$ cat src/rtl/mem_arbiter.sv
// Purpose : round-robin arbiter giving two bus masters shared access to a single-port RAM.
// Latency : writes complete at the end of the grant cycle; read data returns READ_LAT+1 cycles after grant.
// Backpress: a requester holds its request until gnt; no grant is issued while a read is in flight.
//
// Ports:
//   clk, reset                 clock, synchronous active-high reset
//   req0/1, we0/1              request and write-enable from master 0 (CPU) / master 1 (loader)
//   addr0/1, wdata0/1          request address and write data
//   gnt0/1                     combinational accept strobe (only while idle)
//   rvalid0/1, rdata           one-cycle read-return strobe per master, shared registered data
//   ram_address, ram_data,
//   ram_rden, ram_wren, ram_q  single-port RAM interface
module mem_arbiter #(
  parameter int unsigned ADDR_W   = 16,
  parameter int unsigned DATA_W   = 8,
  parameter int unsigned READ_LAT = 2
) (
  input  logic              clk,
  input  logic              reset,
  input  logic              req0,
  input  logic              req1,
  input  logic              we0,
  input  logic              we1,
  input  logic [ADDR_W-1:0] addr0,
  input  logic [ADDR_W-1:0] addr1,
  input  logic [DATA_W-1:0] wdata0,
  input  logic [DATA_W-1:0] wdata1,
  output logic              gnt0,
  output logic              gnt1,
  output logic              rvalid0,
  output logic              rvalid1,
  output logic [DATA_W-1:0] rdata,
  output logic [ADDR_W-1:0] ram_address,
  output logic [DATA_W-1:0] ram_data,
  output logic              ram_rden,
  output logic              ram_wren,
  input  logic [DATA_W-1:0] ram_q
);

  typedef enum logic [1:0] {
    IDLE    = 2'd0,
    RD_WAIT = 2'd1,
    RD_DONE = 2'd2
  } state_t;

  // One master's request bundled so the winner can be selected in one mux.
  typedef struct packed {
    logic              we;
    logic [ADDR_W-1:0] addr;
    logic [DATA_W-1:0] wdata;
  } req_t;

  localparam logic [2:0] CNT_LOAD = 3'(READ_LAT - 1);

  state_t            state, state_nxt;
  logic [2:0]        cnt, cnt_nxt;
  logic              lg, lg_nxt;
  logic              own, own_nxt;
  logic [ADDR_W-1:0] raddr, raddr_nxt;

  req_t req_a, req_b, req_sel;
  logic pick;

  assign req_a   = '{we: we0, addr: addr0, wdata: wdata0};
  assign req_b   = '{we: we1, addr: addr1, wdata: wdata1};
  // On a tie the master that was not granted last wins; a sole requester always wins.
  assign pick    = (req0 && req1) ? !lg : req1;
  assign req_sel = pick ? req_b : req_a;

  always_comb begin
    state_nxt   = state;
    cnt_nxt     = cnt;
    lg_nxt      = lg;
    own_nxt     = own;
    raddr_nxt   = raddr;
    gnt0        = 1'b0;
    gnt1        = 1'b0;
    ram_address = '0;
    ram_data    = '0;
    ram_rden    = 1'b0;
    ram_wren    = 1'b0;

    case (state)
      IDLE: begin
        if (req0 || req1) begin
          gnt0        = !pick;
          gnt1        = pick;
          lg_nxt      = pick;
          ram_address = req_sel.addr;
          if (req_sel.we) begin
            // Write completes at the closing edge; arbiter stays free.
            ram_wren = 1'b1;
            ram_data = req_sel.wdata;
          end else begin
            ram_rden  = 1'b1;
            raddr_nxt = req_sel.addr;
            own_nxt   = pick;
            cnt_nxt   = CNT_LOAD;
            state_nxt = (READ_LAT == 1) ? RD_DONE : RD_WAIT;
          end
        end
      end

      RD_WAIT: begin
        // Keep the address and read enable up for the rest of the RAM latency.
        ram_address = raddr;
        ram_rden    = 1'b1;
        cnt_nxt     = cnt - 3'd1;
        if (cnt == 3'd1) begin
          state_nxt = RD_DONE;
        end
      end

      RD_DONE: begin
        // ram_q is valid this cycle and is captured at the closing edge.
        ram_address = raddr;
        state_nxt   = IDLE;
      end

      default: begin
        state_nxt = IDLE;
      end
    endcase
  end

  always_ff @(posedge clk) begin
    if (reset) begin
      state   <= IDLE;
      cnt     <= 3'd0;
      lg      <= 1'b1;
      own     <= 1'b0;
      raddr   <= '0;
      rdata   <= '0;
      rvalid0 <= 1'b0;
      rvalid1 <= 1'b0;
    end else begin
      state   <= state_nxt;
      cnt     <= cnt_nxt;
      lg      <= lg_nxt;
      own     <= own_nxt;
      raddr   <= raddr_nxt;
      rvalid0 <= (state == RD_DONE) && !own;
      rvalid1 <= (state == RD_DONE) && own;
      if (state == RD_DONE) begin
        rdata <= ram_q;
      end
    end
  end

endmodule

$ cat config.mk
export PLATFORM = sky130hd
export DESIGN_NAME = mem_arbiter
export DESIGN_NICKNAME = d
export VERILOG_FILES = /design/src/rtl/mem_arbiter.sv
export SDC_FILE = /design/constraint.sdc
export NUM_CORES = 1
export LEC_CHECK = 0
export BUFFER_PORTS_ARGS = -buffer_cell sky130_fd_sc_hd__buf_2
export CAP_MARGIN = 20
export CORE_MARGIN = 5
export CORE_UTILIZATION = 40
export DETAILED_ROUTE_END_ITERATION = 8
export GPL_TIMING_DRIVEN = 0
export PLACE_DENSITY = 0.81
export SYNTH_ARGS = -nofsm -noshare
export SYNTH_HDL_FRONTEND = slang
export SYNTH_SLANG_ARGS = --single-unit
$ cat constraint.sdc
create_clock -name clk -period 5.6 [get_ports clk]
set_clock_uncertainty 0.1 [all_clocks]
set_input_delay 1.12 -clock clk [delete_from_list [all_inputs] [get_ports clk]]
set_output_delay 1.12 -clock clk [all_outputs]
set_load 0.01 [all_outputs]
# After elaboration in Yosys (flattened, before gate mapping)

Index checks and enable logic that the tools add are counted.
Widths: inputs -> output; s select.

Register bits after elaboration: 33
Bits in latches: 0
Bits in writable memories: 0
ROM bits: 0
Input port bits: 62
Output and inout bits: 38
Word-level logic and storage cells: 54
Memories: 0

Add/sub/neg operators: 1
Multiply operators: 0
Div/mod/pow operators: 0
Order comparisons: 0
Eq/ne operators: 6
Shifts and indexed selects: 0
Muxes and demuxes: 24
Bitwise operators: 1
Reductions and logical operators: 14

Operators by type and width:

| cell                | number |
|---|---|
| $pmux 16 s2         | 1 |
| $mux 25             | 1 |
| $mux 8              | 3 |
| $mux 16             | 1 |
| $mux 1              | 10 |
| $reduce_and 3->1    | 3 |
| $mux 2              | 3 |
| $mux 3              | 2 |
| $ne 2x2->1 const B  | 3 |
| $pmux 3 s2          | 1 |
| $pmux 2 s2          | 1 |
| $eq 3x1->1 const B  | 1 |
| $logic_and 1x1->1   | 3 |
| $logic_not 1->1     | 3 |
| $sub 3x1->3 const B | 1 |
| $eq 2x1->1 const B  | 1 |
| $eq 2x2->1 const B  | 1 |
| $logic_not 2->1     | 1 |
| $pmux 1 s2          | 1 |
| $reduce_and 2->1    | 1 |
| $reduce_bool 2->1   | 1 |
| $reduce_or 2->1     | 1 |
| $logic_or 1x1->1    | 1 |
| $not 1->1           | 1 |

# Depth between registers and ports, before layout

Depth after elaboration: 6
Gate-level depth with buffers: 7
Mapped depth without buffers: 6

# Least setup slack after synthesis

Ideal clock, no wire load.

Path kind: input -> output
Start point: in req1
End point: out ram_address[2]
Data arrival time: 2064 ps
Required time: 4380 ps
Slack: 2316 ps
Stages on the path: 5
Buffers on the path: 2
Cell sequence: a21boi_2 buf_4 buf_2 nand3_1 a31oi_1

Cells in the longest elaborated chain, start to end: 5
Elaborated cells between the ends (all ways): 6
Classes of those cells: 4 x mux; 2 x reduce/logical

Ends and longest elaborated chain:

| element            | line | source |
|---|---|---|
| start: declaration | 21   | `input logic req1,` |
| $logic_and 1x1->1  | 67   | `assign pick = (req0 && req1) ? !lg : req1;` |
| $mux 1             | 67   |  |
| $mux 25            | 68   | `assign req_sel = pick ? req_b : req_a;` |
| $mux 16 *          | 85   | `if (req0 \|\| req1) begin` |
| $pmux 16 s2 *      | 83   | `case (state)` |
| end: declaration   | 33   | `output logic [ADDR_W-1:0] ram_address,` |

Mark *: on every way between the ends. The rest lies on a longest branch, timed or not.

# Worst setup path after layout

Start point: in req1
End point: out ram_address[12]

The elaborated chain is that of the path after synthesis.

==> impl_summary.txt <==
----------------------------------------------------
[Status]
  Result of the run ... complete, no violations

[Timing]
  Worst max-slew margin expressed relative to the limit ... 56.5%
  Highest achievable clock rate ... approximately 260 MHz
  RSZ-0062 raised after global routing ... no
  Setup TNS ... 0 ns
  Fin crit period ... between 3 and 4 ns
  Number of hold violations in the final report ... 0
  Slew Viols, Final ... 0
  Tcrit/Tclk final ... about 70%
  Transition time at the pin with the least slew margin ... 0.648 ns
  Crit path setup slack, layout ... approximately 1.7 ns
  Number of setup violations in the final report ... 0

[Power]
  Power density cells ... 294 nW/µm²
  VDD IR-drop max ... 0.000175 V
  LEAKAGE ... approximately 1.3 nW
  Sum of internal, switching and leakage power ... 819 µW

[GRT]
  Largest net degree at the start of global routing ... 13
  Wire length of the first global-routing pass ... 10.7 mm
  Antenna violations before repair ... 0
  Number of global-route vias before repair ... between 2000 and 2500
  GR Overflow Total ... 0
  Combined global-route utilization of all metal layers ... about a fifth

[Layout]
  Commonest non-fill, non-tap cell in the layout ... sky130_fd_sc_hd__buf_2
  Sequential standard cell area ... between 600 and 700 µm²
  Top library cells by usage in the layout, fill and taps aside ... sky130_fd_sc_hd__buf_2, sky130_fd_sc_hd__nand2_1, sky130_fd_sc_hd__dfxtp_1
  Net count reported at finish ... around 430
  Syn-to-layout area delta ... 33.1%
  Share of cells above drive strength 1 ... between 30% and 40%
  Antenna diode count ... 0
  Layout fillers ... 516
  Post-route cell area ... 2790 µm²
  Utilization of the core after routing ... 54.5%
  Multi-input gate area in the final layout ... around 1300 µm²

[Critical path]
  Worst-case reg-to-reg path depth ... 5
  Buf+Inv Stages, Crit Path ... 4
  CP delay by family, top ... buffers and inverters
  CP Class ... in2out
  Register-to-register setup slack ... about 3.7 ns
  Most used cell, CP ... sky130_fd_sc_hd__buf_2
  Critical path launch point type ... input pin
  Max FO, Critical Path ... 10
  Endpoint arrival time on the critical path ... between 2 and 3 ns
  Critical path required time ... 4.38 ns
  CP Depth ... 7
  Cell breakdown of the critical path ... buf_2 -> a21boi_2 -> buf_4 -> buf_2 -> nand3_1 -> a31oi_1 -> buf_2
  Highest cell delay on the worst timing path ... roughly 0.38 ns
  Master of the slowest instance on the critical path ... sky130_fd_sc_hd__a21boi_2
  Worst setup EP type ... output pin

[Placement]
  Buffers added on ports ... between 90 and 100
  Placed standard-cell area ... between 2000 and 3000 µm²
  Placed wire-length estimate after detailed placement ... approximately 5.0 mm
  Post-Place Setup Slack ... between 1.5 and 2 ns
  Last weighted congestion value of the routability-driven placer ... approximately 0.85

[CTS]
  TritonCTS clock tree ... built
  Number of buffers inserted for hold repair after clock tree synthesis ... 0
  Clock transition time at the flip-flop clock pins of the worst setup and hold paths ... about 0.07 ns
  Clk sink count ... 33
  Cts bufs inserted ... 5
  Maximum root-to-sink buffer count ... 2
  H-tree depth ... 2
  Post-CTS setup buffers ... 0
  Clk Tree Root Cell ... sky130_fd_sc_hd__clkbuf_8
  Number of gates resized after cts ... 0
  Clock latency on the worst-skew pair ... 0.29 ns

[Floorplan]
  Die ar. ... around 6800 µm²
  Top Ports ... 100
  Initial Util ... 41.0%
  Overall die height ... 82.3 µm
  Core outline area ... 5110 µm²
  Number of rows created at floorplan ... 26
  Width of the die ... about 80 µm

[Min path]
  Worst min-delay path category ... reg2reg
  Cell depth of the worst hold path ... 1

[Synthesis]
  Cell area after synthesis ... between 2000 and 2500 µm²
  Net Count, Synth ... 324
  Most area-hungry cell type in the Yosys netlist ... sky130_fd_sc_hd__dfxtp_1
  Distinct cell type count after synthesis ... 43
  Top post-synthesis cells by area ... sky130_fd_sc_hd__dfxtp_1, sky130_fd_sc_hd__a32o_1, sky130_fd_sc_hd__nand3_1, sky130_fd_sc_hd__a22o_1, sky130_fd_sc_hd__nand2_1
  Area share of the largest cell type after synthesis ... 31.6%
  Count of flip-flops with a built-in enable after synthesis ... 0
  Sequential area share after synthesis ... a little under a third
  Flop and latch count out of synthesis ... 33
  Synthesized area divided by synthesized cell count ... ~8.2 µm²
  Predominant post-synthesis flop cell ... sky130_fd_sc_hd__dfxtp_1
  Total number of yosys warnings ... 0
  Number of standard cells after synthesis ... ~260
  Share of flip-flops with an asynchronous set or reset after synthesis ... 0%

[Routing]
  Detailed-router iteration count before antenna repair ... 5
  Routed wire length ... approximately 6.7 mm
  Via-per-instance ratio ... 5.65
  Final ANT Viol Nets ... 0
  Wirelength per Cell ... 15.6 µm
  Starting DRC count in detailed routing ... around 220
  Detailed-route DRC error count ... 0
  Routed vias ... 2441

[Flow run]
  Max-cap check violation count ... 0

----------------------------------------------------
-- cells by family after synthesis --
kind of cell | after synthesis | synth area share (%)
AND/OR/NAND/NOR | 92 | 20.7
adder cells (fa/ha/maj) | 6 | 3.59
multiplexers | 8 | 3.83
AO/OA/AOI/OAI | 83 | 31.7
flip-flops | 33 | 31.6
buffers and inverters | 34 | 8.61
-- report_power, final --
group          total, mW  switching (mW)  internal, mW  leakage [nW]
sequential         0.274          0.0152         0.259         0.269
clock              0.228          0.0953         0.133        0.0543
combinational      0.316           0.187         0.129         0.932
total              0.819           0.297         0.521          1.26
-- synth_stat cells (all sizes together) (2+ instances only) --
cell type,n
a21oi,13
a32o,16
a211oi,2
a22o,16
clkbuf,10
ha,6
a221oi,2
buf,15
nor2,14
nand2,33
nand3,32
o21ai,7
nand2b,2
a31oi,19
inv,9
dfxtp,33
nor2b,2
mux2i,8
-- layout make-up --
| class | count | share of cell area [%] |
|---|---|---|
| clock buffers | 5 | 2.47 |
| clock inverters | 3 | 1.66 |
| flip-flops and latches | 33 | 23.7 |
| plain buffers | 25 | 5.26 |
| repair buffers | 98 | 17.6 |
| inverters | 9 | 1.21 |
| well taps | 70 | 3.14 |
| multi-input cells | 189 | 44.9 |
-- final timing paths --
| path | from | end |
|---|---|---|
| worst max-delay path | req1 | ram_address[12] |
| worst max register to register | state[1] | raddr[15] |
| worst min-delay path | raddr[0] | raddr[0] |
| worst min register to register | raddr[0] | raddr[0] |
-- routing by layer --
layer | global-route usage (%) | wire length [µm]
met1 | 23.5 | 2710
met2 | 35.3 | 3350
met3 | 4.45 | 559
met4 | 7.81 | 110
met5 | 0 | 0
-- worst register-to-register path: stages, from the launching register on --
cell and delay (ns):
sky130_fd_sc_hd__dfxtp_1 0.34, sky130_fd_sc_hd__inv_1 0.08, sky130_fd_sc_hd__ha_1 0.23, sky130_fd_sc_hd__clkbuf_1 0.35, sky130_fd_sc_hd__clkbuf_1 0.47, sky130_fd_sc_hd__a32o_1 0.26
-- metrics by stage --
stage / std cells / hold slack [ns]
6_report: 432 / 0.368
5_1_grt: 432 / 0.383
2_1_floorplan: 256 / 0.330
3_3_place_gp: 424 / 0.346
4_1_cts: 432 / 0.370
3_5_place_dp: 424 / 0.353
-- state kept, by name (all words and copies together), names as in the netlist --
signal,cells
cnt,3
lg,1
own,1
raddr,16
rdata,8
rvalid0,1
rvalid1,1
state,2
(Power assumes the default switching activity.)
